===== config.mk =====
export PLATFORM = sky130hd
export DESIGN_NAME = vec_mem_agu
export DESIGN_NICKNAME = d
export VERILOG_FILES = /design/src/rtl/vec_mem_agu.sv
export SDC_FILE = /design/constraint.sdc
export NUM_CORES = 1
export LEC_CHECK = 0
export ABC_AREA = 1
export BUFFER_PORTS_ARGS = -buffer_cell sky130_fd_sc_hd__buf_2
export CAP_MARGIN = 20
export CORE_AREA = 4 4 165 167
export CTS_BUF_LIST = sky130_fd_sc_hd__clkbuf_2 sky130_fd_sc_hd__clkbuf_4 sky130_fd_sc_hd__clkbuf_8
export DETAILED_ROUTE_END_ITERATION = 7
export DIE_AREA = 0 0 169 171
export MAX_ROUTING_LAYER = met4
export SYNTH_ARGS = -nofsm -noshare
export SYNTH_HDL_FRONTEND = slang
export SYNTH_SLANG_ARGS = --single-unit

===== constraint.sdc =====
create_clock -name clk -period 5.55 [get_ports clk]
set_input_delay 1.11 -clock clk [delete_from_list [all_inputs] [get_ports clk]]
set_output_delay 1.11 -clock clk [all_outputs]
set_load 0.05 [all_outputs]

===== src/rtl/vec_mem_agu.sv =====
// rtl/vec_mem_agu.sv - vector load/store address generator feeding the AXI memory queue
//
// Purpose:
//   Accepts one vector memory command at a time. Loads become a contiguous run
//   of per-beat address requests; stores pair incoming register-file beats
//   with addresses. After issue it waits for the queue's completion strobe and
//   reports completion with a one-cycle done pulse.
//
// Ports:
//   clk, rst_n              clock, synchronous active-low reset
//   cmd_valid / cmd_ready   command handshake (ready only when idle)
//   cmd_store               1 = store, 0 = load
//   cmd_base, cmd_stride    byte base and signed byte stride (8-byte aligned internally)
//   cmd_len                 beat count, 0 = no-op
//   st_data/st_valid/st_ready  store beat input from the register read path
//   mq_addr                 beat address to the queue
//   mq_req                  load beat request
//   mq_data/mq_valid/mq_start  store beat to the queue, start marks the first beat
//   mq_be                   byte enables (always all ones)
//   mq_done_ld, mq_done_st  queue completion strobes
//   busy, done              command in progress / one-cycle completion pulse

module vec_mem_agu #(
  parameter int ADDR_WIDTH = 32,
  parameter int DATA_WIDTH = 64,
  parameter int DW_B       = DATA_WIDTH >> 3,
  parameter int LEN_BITS   = 9
) (
  input  logic                  clk,
  input  logic                  rst_n,
  input  logic                  cmd_valid,
  output logic                  cmd_ready,
  input  logic                  cmd_store,
  input  logic [ADDR_WIDTH-1:0] cmd_base,
  input  logic [ADDR_WIDTH-1:0] cmd_stride,
  input  logic [LEN_BITS-1:0]   cmd_len,
  input  logic [DATA_WIDTH-1:0] st_data,
  input  logic                  st_valid,
  output logic                  st_ready,
  output logic [ADDR_WIDTH-1:0] mq_addr,
  output logic                  mq_req,
  output logic [DATA_WIDTH-1:0] mq_data,
  output logic                  mq_valid,
  output logic                  mq_start,
  output logic [DW_B-1:0]       mq_be,
  input  logic                  mq_done_ld,
  input  logic                  mq_done_st,
  output logic                  busy,
  output logic                  done
);

  typedef enum logic [2:0] {
    S_IDLE,
    S_LD_ISSUE,
    S_LD_WAIT,
    S_ST_ISSUE,
    S_ST_WAIT,
    S_DONE
  } state_t;

  state_t                r_state;
  logic [ADDR_WIDTH-1:0] r_addr;      // address of the next beat to issue
  logic [ADDR_WIDTH-1:0] r_stride;
  logic [LEN_BITS-1:0]   r_rem;       // beats still to issue
  logic                  r_first;
  logic [ADDR_WIDTH-1:0] r_st_addr;   // address presented with the last store beat
  logic [DATA_WIDTH-1:0] r_mq_data;
  logic                  r_mq_valid;
  logic                  r_mq_start;

  logic                  w_st_ready;
  logic                  w_st_hs;
  logic                  w_last;

  assign w_st_ready = (r_state == S_ST_ISSUE) && (r_rem != '0);
  assign w_st_hs    = st_valid && w_st_ready;
  assign w_last     = (r_rem == LEN_BITS'(1));

  assign cmd_ready = (r_state == S_IDLE);
  assign st_ready  = w_st_ready;
  assign mq_req    = (r_state == S_LD_ISSUE);
  // Loads present the running address directly so requests are back-to-back;
  // stores present the address captured alongside the registered data beat.
  assign mq_addr   = (r_state == S_LD_ISSUE) ? r_addr : r_st_addr;
  assign mq_data   = r_mq_data;
  assign mq_valid  = r_mq_valid;
  assign mq_start  = r_mq_start;
  assign mq_be     = '1;
  assign busy      = (r_state != S_IDLE);
  assign done      = (r_state == S_DONE);

  always_ff @(posedge clk) begin
    if (!rst_n) begin
      r_state    <= S_IDLE;
      r_addr     <= '0;
      r_stride   <= '0;
      r_rem      <= '0;
      r_first    <= 1'b0;
      r_st_addr  <= '0;
      r_mq_data  <= '0;
      r_mq_valid <= 1'b0;
      r_mq_start <= 1'b0;
    end else begin
      r_mq_valid <= 1'b0;
      r_mq_start <= 1'b0;
      case (r_state)
        S_IDLE: begin
          if (cmd_valid) begin
            r_addr   <= {cmd_base[ADDR_WIDTH-1:3], 3'b000};
            r_stride <= {cmd_stride[ADDR_WIDTH-1:3], 3'b000};
            r_rem    <= cmd_len;
            r_first  <= 1'b1;
            if (cmd_len == '0)
              r_state <= S_DONE;
            else if (cmd_store)
              r_state <= S_ST_ISSUE;
            else
              r_state <= S_LD_ISSUE;
          end
        end
        S_LD_ISSUE: begin
          r_addr <= r_addr + r_stride;
          r_rem  <= r_rem - LEN_BITS'(1);
          if (w_last)
            r_state <= S_LD_WAIT;
        end
        S_LD_WAIT: begin
          if (mq_done_ld)
            r_state <= S_DONE;
        end
        S_ST_ISSUE: begin
          if (w_st_hs) begin
            r_mq_valid <= 1'b1;
            r_mq_data  <= st_data;
            r_st_addr  <= r_addr;
            r_mq_start <= r_first;
            r_first    <= 1'b0;
            r_addr     <= r_addr + r_stride;
            r_rem      <= r_rem - LEN_BITS'(1);
            if (w_last)
              r_state <= S_ST_WAIT;
          end
        end
        S_ST_WAIT: begin
          if (mq_done_st)
            r_state <= S_DONE;
        end
        S_DONE: begin
          r_state <= S_IDLE;
        end
        default: begin
          r_state <= S_IDLE;
        end
      endcase
    end
  end

endmodule

Word level (Yosys, flattened, before mapping)
Cells that the tools add are included.

storage, ports and cells
  bits in registers = 172
  input bits = 144
  output and inout bits = 111
  word-level logic and storage cells = 58

operators by class
  $add $sub $neg = 2
  equal/unequal tests = 12
  multiplexer cells = 20
  reductions and logical operators = 15

operator list
  cell                                                   count
  2-to-1 mux 32 bit                                      3
  case mux 32 bit (3 select lines)                       1
  adder 32 bit                                           1
  case mux 9 bit (3 select lines)                        1
  2-to-1 mux 3 bit                                       7
  2-to-1 mux 9 bit                                       2
  case mux 3 bit (5 select lines)                        1
  inequality test 2 bit, second input constant           5
  == test 9 x 1 -> 1 bit, second input constant          1
  logical NOT 9 bit                                      1
  AND reduction 3 bit                                    3
  nonzero test 9 bit                                     1
  subtractor 9 x 1 -> 9 bit, second input constant       1
  == test 3 x 2 -> 1 bit, second input constant          2
  == test 3 bit, second input constant                   2
  AND reduction 2 bit                                    3
  AND reduction 6 bit                                    1
  nonzero test 3 bit                                     2
  == test 3 x 1 -> 1 bit, second input constant          1
  logical NOT 3 bit                                      1
  2-to-1 mux 1 bit                                       3
  logical AND 1 bit                                      2
  2-to-1 mux 2 bit                                       1
  inequality test 2 x 1 -> 1 bit, second input constant  1
  2 further kinds                                        2

Depth between registers and ports, before layout
Gate-level depths: netlist of run 1.

  depth after elaboration = 5
  mapped depth = 13

Worst setup path before layout of run 1
No wires, ideal clock.

  path type = register -> output
  from = register r_state[0]
  to = output mq_addr[22]
  data arrival time = 2.281 ns
  data required time = 4.440 ns
  setup slack = 2.159 ns
  stages on the path, launching flop included = 7
  buffers on the path = 1
  path through = dfxtp_1 > inv_1 > nor2_2 > inv_2 > nor2_2 > clkbuf_1 > o21ai_0

between the ends
  cells in the longest elaborated chain, start to end = 2

RTL lines
  what                    RTL line  source
  start, declared         61        state_t r_state;
  start signal, assigned  94        r_state <= S_IDLE;
  start signal, assigned  114       r_state <= S_DONE;
  start signal, assigned  116       r_state <= S_ST_ISSUE;
  == test 3 x 1 -> 1 bit  -
  named net mq_req        41        output logic mq_req,
  2-to-1 mux 32 bit       84        assign mq_addr = (r_state == S_LD_ISSUE) ? r_addr : r_st_addr;
  end, declared           40        output logic [ADDR_WIDTH-1:0] mq_addr,

The timed path passes the listed nets, and every way through them passes these cells.

Worst setup path in the final report of run 1
  from = register r_state[0]
  to = output mq_addr[25]

between the ends
  cells in the longest elaborated chain, start to end = 2

RTL lines
  what                    RTL line
  == test 3 x 1 -> 1 bit  84
  2-to-1 mux 32 bit       84

Every way passes these cells.

==> summary.md, run 1 <==
| Metric | Value |
|---|---|
| Multi-input gate area | `4720 sq um` |
| Worst Hold Class | `reg2reg` |
| Worst EP required | `4.44 ns` |
| H-tree depth | `4` |
| Crit path kind | `reg2out` |
| Critical path launch point | `r_state[0]` |
| Pre-CTS WS | `1.88 ns` |
| DP HPWL | `19800 microns` |
| Crit. End Element | `primary output` |
| Clock Tree Root | `clkbuf_8` |
| Power density over the cells | `461 nW/um^2` |
| Total Nets Final | `1753` |
| Worst-path fanout max | `50` |
| Final setup viols | `0` |
| Crit start category | `flip-flop` |
| Worst-margin pin slew | `1.04 ns` |
| DRC Markers | `0` |
| Maximum VDD drop | `0.226 mV` |
| Final period util | `73.6%` |
| Slack of the critical path | `1.46 ns` |
| Hold_buf cts | `0` |
| Sequential share of the synthesized area | `37.1%` |
| Die height | `171 microns` |
| Setup tns final | `0 ns` |
| Clk_lat worst skew | `0.47 ns` |
| Worst r2r src | `r_state[1]` |
| Clock sinks | `166` |
| Avg WL per Cell | `14.2 microns` |
| Slew Viols, Final | `0` |
| Fmax | `245 MHz` |
| DP Area | `10300 sq um` |
| Die width | `169 microns` |
| Top post-synthesis cells by area | `dfxtp_1 (37%), nand2_1 (15%), a21oi_1 (8.4%), o21ai_0 (6.8%), nor2_1 (6.4%)` |
| #FFs+latches synth | `166` |
| Antenna violations before repair | `3` |
| Worst-path clk slew | `0.11 ns` |
| CTS tree | `done` |
| Port bufs | `237` |
| Layout area overhead | `20.1%` |
| Fin area | `10700 sq um` |
| Skew final | `0.0270 ns` |
| Core area | `25800 sq um` |
| Pin count of the biggest net entering global routing | `105` |
| Synth unique cells | `36` |
| Maxcap violations | `0` |
| Routed WL | `27400 microns` |
| Fin crit period | `4.09 ns` |
| Mapped Cells | `1382` |
| Post-Syn Area | `8950 sq um` |
| Top-area cell type share of the netlist area | `37.1%` |
| Post-DRT Antenna Nets | `0` |
| Synth Area per Inst | `6.48 sq um` |
| Synth area leader | `dfxtp_1` |
| Number of global-route vias before repair | `8675` |
| DRT iter0 DRCs | `617` |
| Total CTS buffers | `17` |
| Initial Util | `34.7%` |
| Num ports | `255` |
| Hold Slack | `0.454 ns` |
| Die footprint | `28900 sq um` |
| Post-CTS Setup Repair Bufs | `0` |
| Leakage power | `5.24 nW` |
| Hold Fails Final Rpt | `0` |
| First-pass GRT wire length | `43500 microns` |
| Reg area | `3320 sq um` |
| Vias | `9136` |
| Final Non-Filler Cells | `1928` |
| Hold path startpoint | `r_st_addr[13]` |
| Row cnt | `59` |
| Fill cells | `2811` |
| Placed cell count | `1893` |
| Max-slew headroom | `30.8%` |
| Vias per cell | `4.74` |
| Number of warnings issued by yosys | `0` |
| Max clock buf depth | `2` |
| GRT Total Usage | `19.0%` |
| Overflow after GRT | `0` |
| Routability congestion estimate | `0.875` |
| Router iterations before antenna repair | `5` |
| Post-CTS sizing | `0` |
| RSZ-0062 raised after global routing | `no` |
| Arrival @ worst endpoint | `2.98 ns` |
| Proportion of layout cells with a drive suffix above 1 | `18.7%` |
| Status | `complete, no violations` |
==> stage by stage <==
stage / total power [mW] / utilization, %
floorplan: 3.48 / -
global placement: 4.04 / 39.9
CTS: 5.01 / 41.7
global route: 5.38 / 41.7
detailed placement: 4.07 / 40.0
finish: 4.96 / 41.7
==> critical path: stages (launching register included) <==
cell and delay, ns:
dfxtp_1 0.41, inv_1 0.13, nor2_4 0.11, inv_2 0.23, nor2_4 0.84, buf_4 0.31
nand2_1 0.06, o21ai_0 0.09, buf_2 0.30
==> cells by family (layout without fill, tap and decap cells) <==
logic type	after synthesis	after routing	share of synthesized area (%)
fa+ha+maj	32	32	4.56
buf+inv	233	432	10.8
flops	166	166	37.1
compound gates	283	283	16.2
simple gates	648	648	29.4
xor+xnor	18	18	1.76
other cells	2	14	0.0839
==> layout make-up <==
class	count	area share, %
clock inverter	15	1.84
clock buffer	17	2.18
tap	335	3.90
antenna	3	0.0698
inverter	152	5.31
multi-input combinational	992	43.9
timing repair buffer	248	11.9
sequential	166	30.9
==> cell usage in the layout, fill, tap and decap left out, types with 5 or more instances in the layout <==
cell,count
a21oi_1,151
buf_2,237
buf_4,10
clkbuf_8,17
clkinv_8,6
conb_1,11
dfxtp_1,166
ha_1,31
inv_1,147
inv_2,5
nand2_1,368
nand3_1,105
nor2_1,151
o21ai_0,121
xnor2_1,5
xor2_1,13
==> worst paths after layout <==
kind | depth (start not counted) | slack [ns] | end
worst max-delay path | 8 | 1.46 | mq_addr[25]
worst min-delay path | 2 | 0.45 | r_st_addr[13]
worst min register to register | 2 | 0.45 | r_st_addr[13]
worst max register to register | 9 | 2.66 | r_addr[13]
==> per-layer routing <==
metal	up-vias	global-route usage [%]	wire [microns]
met5	-	-	0
met4	0	4.73	420
met3	29	4.37	1880
met2	254	31.1	12700
met1	4070	23.9	12400
li1	4783	-	-
==> state kept, by name, summed over array words and instances, names as in the netlist <==
register   cells
r_stride      29
mq_start       1
r_rem          9
r_first        1
r_state        3
r_st_addr     29
mq_data       64
mq_valid       1
r_addr        29
==> synthesized netlist by cell type, drive strengths merged <==
master and number:
ha 31, o21bai 1, buf 34, xnor2 5, conb 2, or2 2, nor2 155, o41ai 1
clkbuf 47, nor4 1, nand3b 4, o211ai 2, inv 152, xor2 13, a21o 1, fa 1
nand3 106, and2 1, o31ai 1, a21boi 1, a31oi 2, nand4 4, nand2 369, a211oi 2
dfxtp 166, o21ai 121, a21oi 151, nor3b 1, nor3 5
==> power by group <==
group | switching [mW] | total, mW | internal, mW | leakage [nW]
Clock | 0.578 | 0.933 | 0.355 | 0.210
Sequential | 0.217 | 1.66 | 1.44 | 1.35
Combinational | 1.66 | 2.37 | 0.704 | 3.67
(Power assumes the default switching activity.)
==> inputs of run 2 (changes only) <==
==> constraint.sdc (replaced) <==
create_clock -name clk -period 4.05 [get_ports clk]
set_input_delay 0.81 -clock clk [delete_from_list [all_inputs] [get_ports clk]]
set_output_delay 0.81 -clock clk [all_outputs]
set_load 0.05 [all_outputs]
==> run 2 against run 1 <==
Die area did not move. Worst hold slack got worse by 0.0016 ns. Cell count rose by 0.10%. Clock power rose by 33%. First-iteration DRC count fell by 21%. Largest power group unchanged. Register-to-register slack got worse by 1.7 ns. Sequential power rose by 37%. Core utilization fell by 0.11 points. Total power rose by 36%. Flip-flop and latch count did not move. Global-route usage rose by 0.21 points. Critical path depth did not move.
==> summary.md, run 2 (synthesis gave the netlist of run 1 again) <==
| Metric | Value |
|---|---|
| Status | `complete, no violations` |
| Skew final | `0.0183 ns (-0.00878 ns)` |
| DRC Markers | `0 (unchanged)` |
| Leakage power | `5.23 nW (about the same)` |
| Router iterations before antenna repair | `5 (unchanged)` |
| DRT iter0 DRCs | `488 (-21%)` |
| RSZ-0062 raised after global routing | `no` |
| Clock Tree Root | `clkbuf_8` |
| Crit start category | `flip-flop` |
| Pin count of the biggest net entering global routing | `78 (-26%)` |
| Hold Slack | `0.452 ns (-0.00163 ns)` |
| Crit path kind | `reg2out` |
| GRT Total Usage | `19.2% (+0.21 points)` |
| Port bufs | `237 (unchanged)` |
| Antenna violations before repair | `3 (unchanged)` |
| CTS tree | `done` |
| Clk_lat worst skew | `0.47 ns (about the same)` |
| Hold_buf cts | `0 (unchanged)` |
| Slack of the critical path | `0.716 ns (-0.747 ns)` |
| Maximum VDD drop | `0.369 mV (+63%)` |
| Pre-CTS WS | `0.975 ns (-0.906 ns)` |
| Design Power | `6.77 mW (+36%)` |
| Fin area | `10700 sq um (-0.27%)` |
| Post-DRT Antenna Nets | `0 (unchanged)` |
| Arrival @ worst endpoint | `2.52 ns (-0.46 ns)` |
| Post-CTS sizing | `0 (unchanged)` |
| Die footprint | `28900 sq um (unchanged)` |
| Crit. End Element | `primary output` |
| Commonest non-fill, non-tap cell in the layout | `nand2_1` |
| H-tree depth | `4 (unchanged)` |
| Worst-margin pin slew | `0.999 ns (-0.0380 ns)` |
| Power density over the cells | `631 nW/um^2 (+37%)` |
| Post-CTS Setup Repair Bufs | `0 (unchanged)` |
| Layout area overhead | `19.8%` |
| Reg area | `3320 sq um (unchanged)` |
| Total Nets Final | `1754 (+0.057%)` |
| Number of global-route vias before repair | `8864 (+2.2%)` |
| Vias per cell | `4.70 (-0.73%)` |
| Fill cells | `2821 (+0.36%)` |
| Die height | `171 microns (unchanged)` |
| Worst EP required | `3.24 ns (-1.20 ns)` |
| Routed WL | `27300 microns (-0.27%)` |
| Vias | `9079 (-0.62%)` |
| Largest register FFs | `64 (unchanged)` |
| Maxcap violations | `0 (unchanged)` |
| Slew Viols, Final | `0 (unchanged)` |
| Final setup viols | `0 (unchanged)` |
| Setup tns final | `0 ns (unchanged)` |
| Worst Hold Class | `reg2reg` |
| Final period util | `82.3%` |
| Routability congestion estimate | `0.898 (+2.6%)` |
| Worst-path fanout max | `59 (+18%)` |
| Total CTS buffers | `17 (unchanged)` |
| Hold Fails Final Rpt | `0 (unchanged)` |
| Clock sinks | `166 (unchanged)` |
| Max clock buf depth | `2 (unchanged)` |
| Core area | `25800 sq um (unchanged)` |
| DP HPWL | `19800 microns (about the same)` |
| First-pass GRT wire length | `44200 microns (+1.4%)` |
| Overflow after GRT | `0 (unchanged)` |
| Proportion of layout cells with a drive suffix above 1 | `18.8% (+0.051 points)` |
| Fin crit period | `3.33 ns` |
| Worst reg2reg setup slack | `0.97 ns (-1.69 ns)` |
| Max-slew headroom | `33.4% (+2.5 points)` |
| Worst-path clk slew | `0.10 ns (about the same)` |
| Initial Util | `34.7% (unchanged)` |
| Multi-input gate area | `4720 sq um (unchanged)` |
| Die width | `169 microns (unchanged)` |
| Fmax | `300 MHz` |
| Commonest cells after routing, fill and taps aside | `nand2_1 (368), buf_2 (237), dfxtp_1 (166), nor2_1 (151), a21oi_1 (151)` |
| Row cnt | `59 (unchanged)` |
| Num ports | `255 (unchanged)` |
| DP Area | `10300 sq um (about the same)` |
| Avg WL per Cell | `14.1 microns (-0.38%)` |
==> run 2: changes by cell type in the layout (fill, tap and decap cells not counted), sizes merged <==
cell,previous run,this run
buf,248,249
clkinv,7,5
clkinvlp,1,0
diode,3,4
inv,159,162
==> run 2: cell type report <==
type | count | share of cell area [%]
Inverter | 152 | 5.32
Tap cell | 335 | 3.91
Clock buffer | 17 | 2.18
Sequential cell | 166 | 31.0
Multi-Input combinational cell | 992 | 44.0
Antenna cell | 4 | 0.0934
Clock inverter | 15 | 1.60
Timing Repair Buffer | 249 | 11.9
==> run 2: worst paths after layout <==
path	start	endpoint	depth (start not counted)
hold / removal	r_st_addr[27]	r_st_addr[27]	2
setup / recovery	r_state[0]	mq_addr[22]	8
hold reg to reg	r_st_addr[27]	r_st_addr[27]	2
setup reg to reg	r_state[1]	r_addr[18]	8
==> run 2: critical path: stages, from the launching register on <==
cell and delay, ns:
dfxtp_1 0.40, inv_1 0.14, nor2_4 0.11, inv_2 0.23, nor2_4 0.16, buf_4 0.49
nand2_1 0.10, o21ai_0 0.10, buf_2 0.29
==> run 2: metrics by stage <==
step | utilization (%) | std cells
finish | 41.6 | 1930
global route | 41.6 | 1929
CTS | 41.6 | 1926
detailed placement | 40.0 | 1894
global placement | 40.0 | 1894
floorplan | - | 1391
==> run 2: report_power, final <==
part | switching, mW | total [mW] | leakage [nW] | internal [mW]
clock | 0.764 | 1.24 | 0.205 | 0.474
combinational | 2.29 | 3.26 | 3.67 | 0.966
sequential | 0.296 | 2.27 | 1.35 | 1.98
total | 3.35 | 6.77 | 5.23 | 3.42
==> run 2: layer usage <==
| layer | vias up | share of wire, % | GRT usage, % | wire length, microns |
|---|---|---|---|---|
| met5 | - | 0 | - | 0 |
| met4 | 0 | 1.2 | 3.96 | 329 |
| met3 | 20 | 6.7 | 4.94 | 1830 |
| met2 | 234 | 46 | 31.4 | 12500 |
| met1 | 4037 | 46 | 24.2 | 12600 |
| li1 | 4788 | - | - | - |
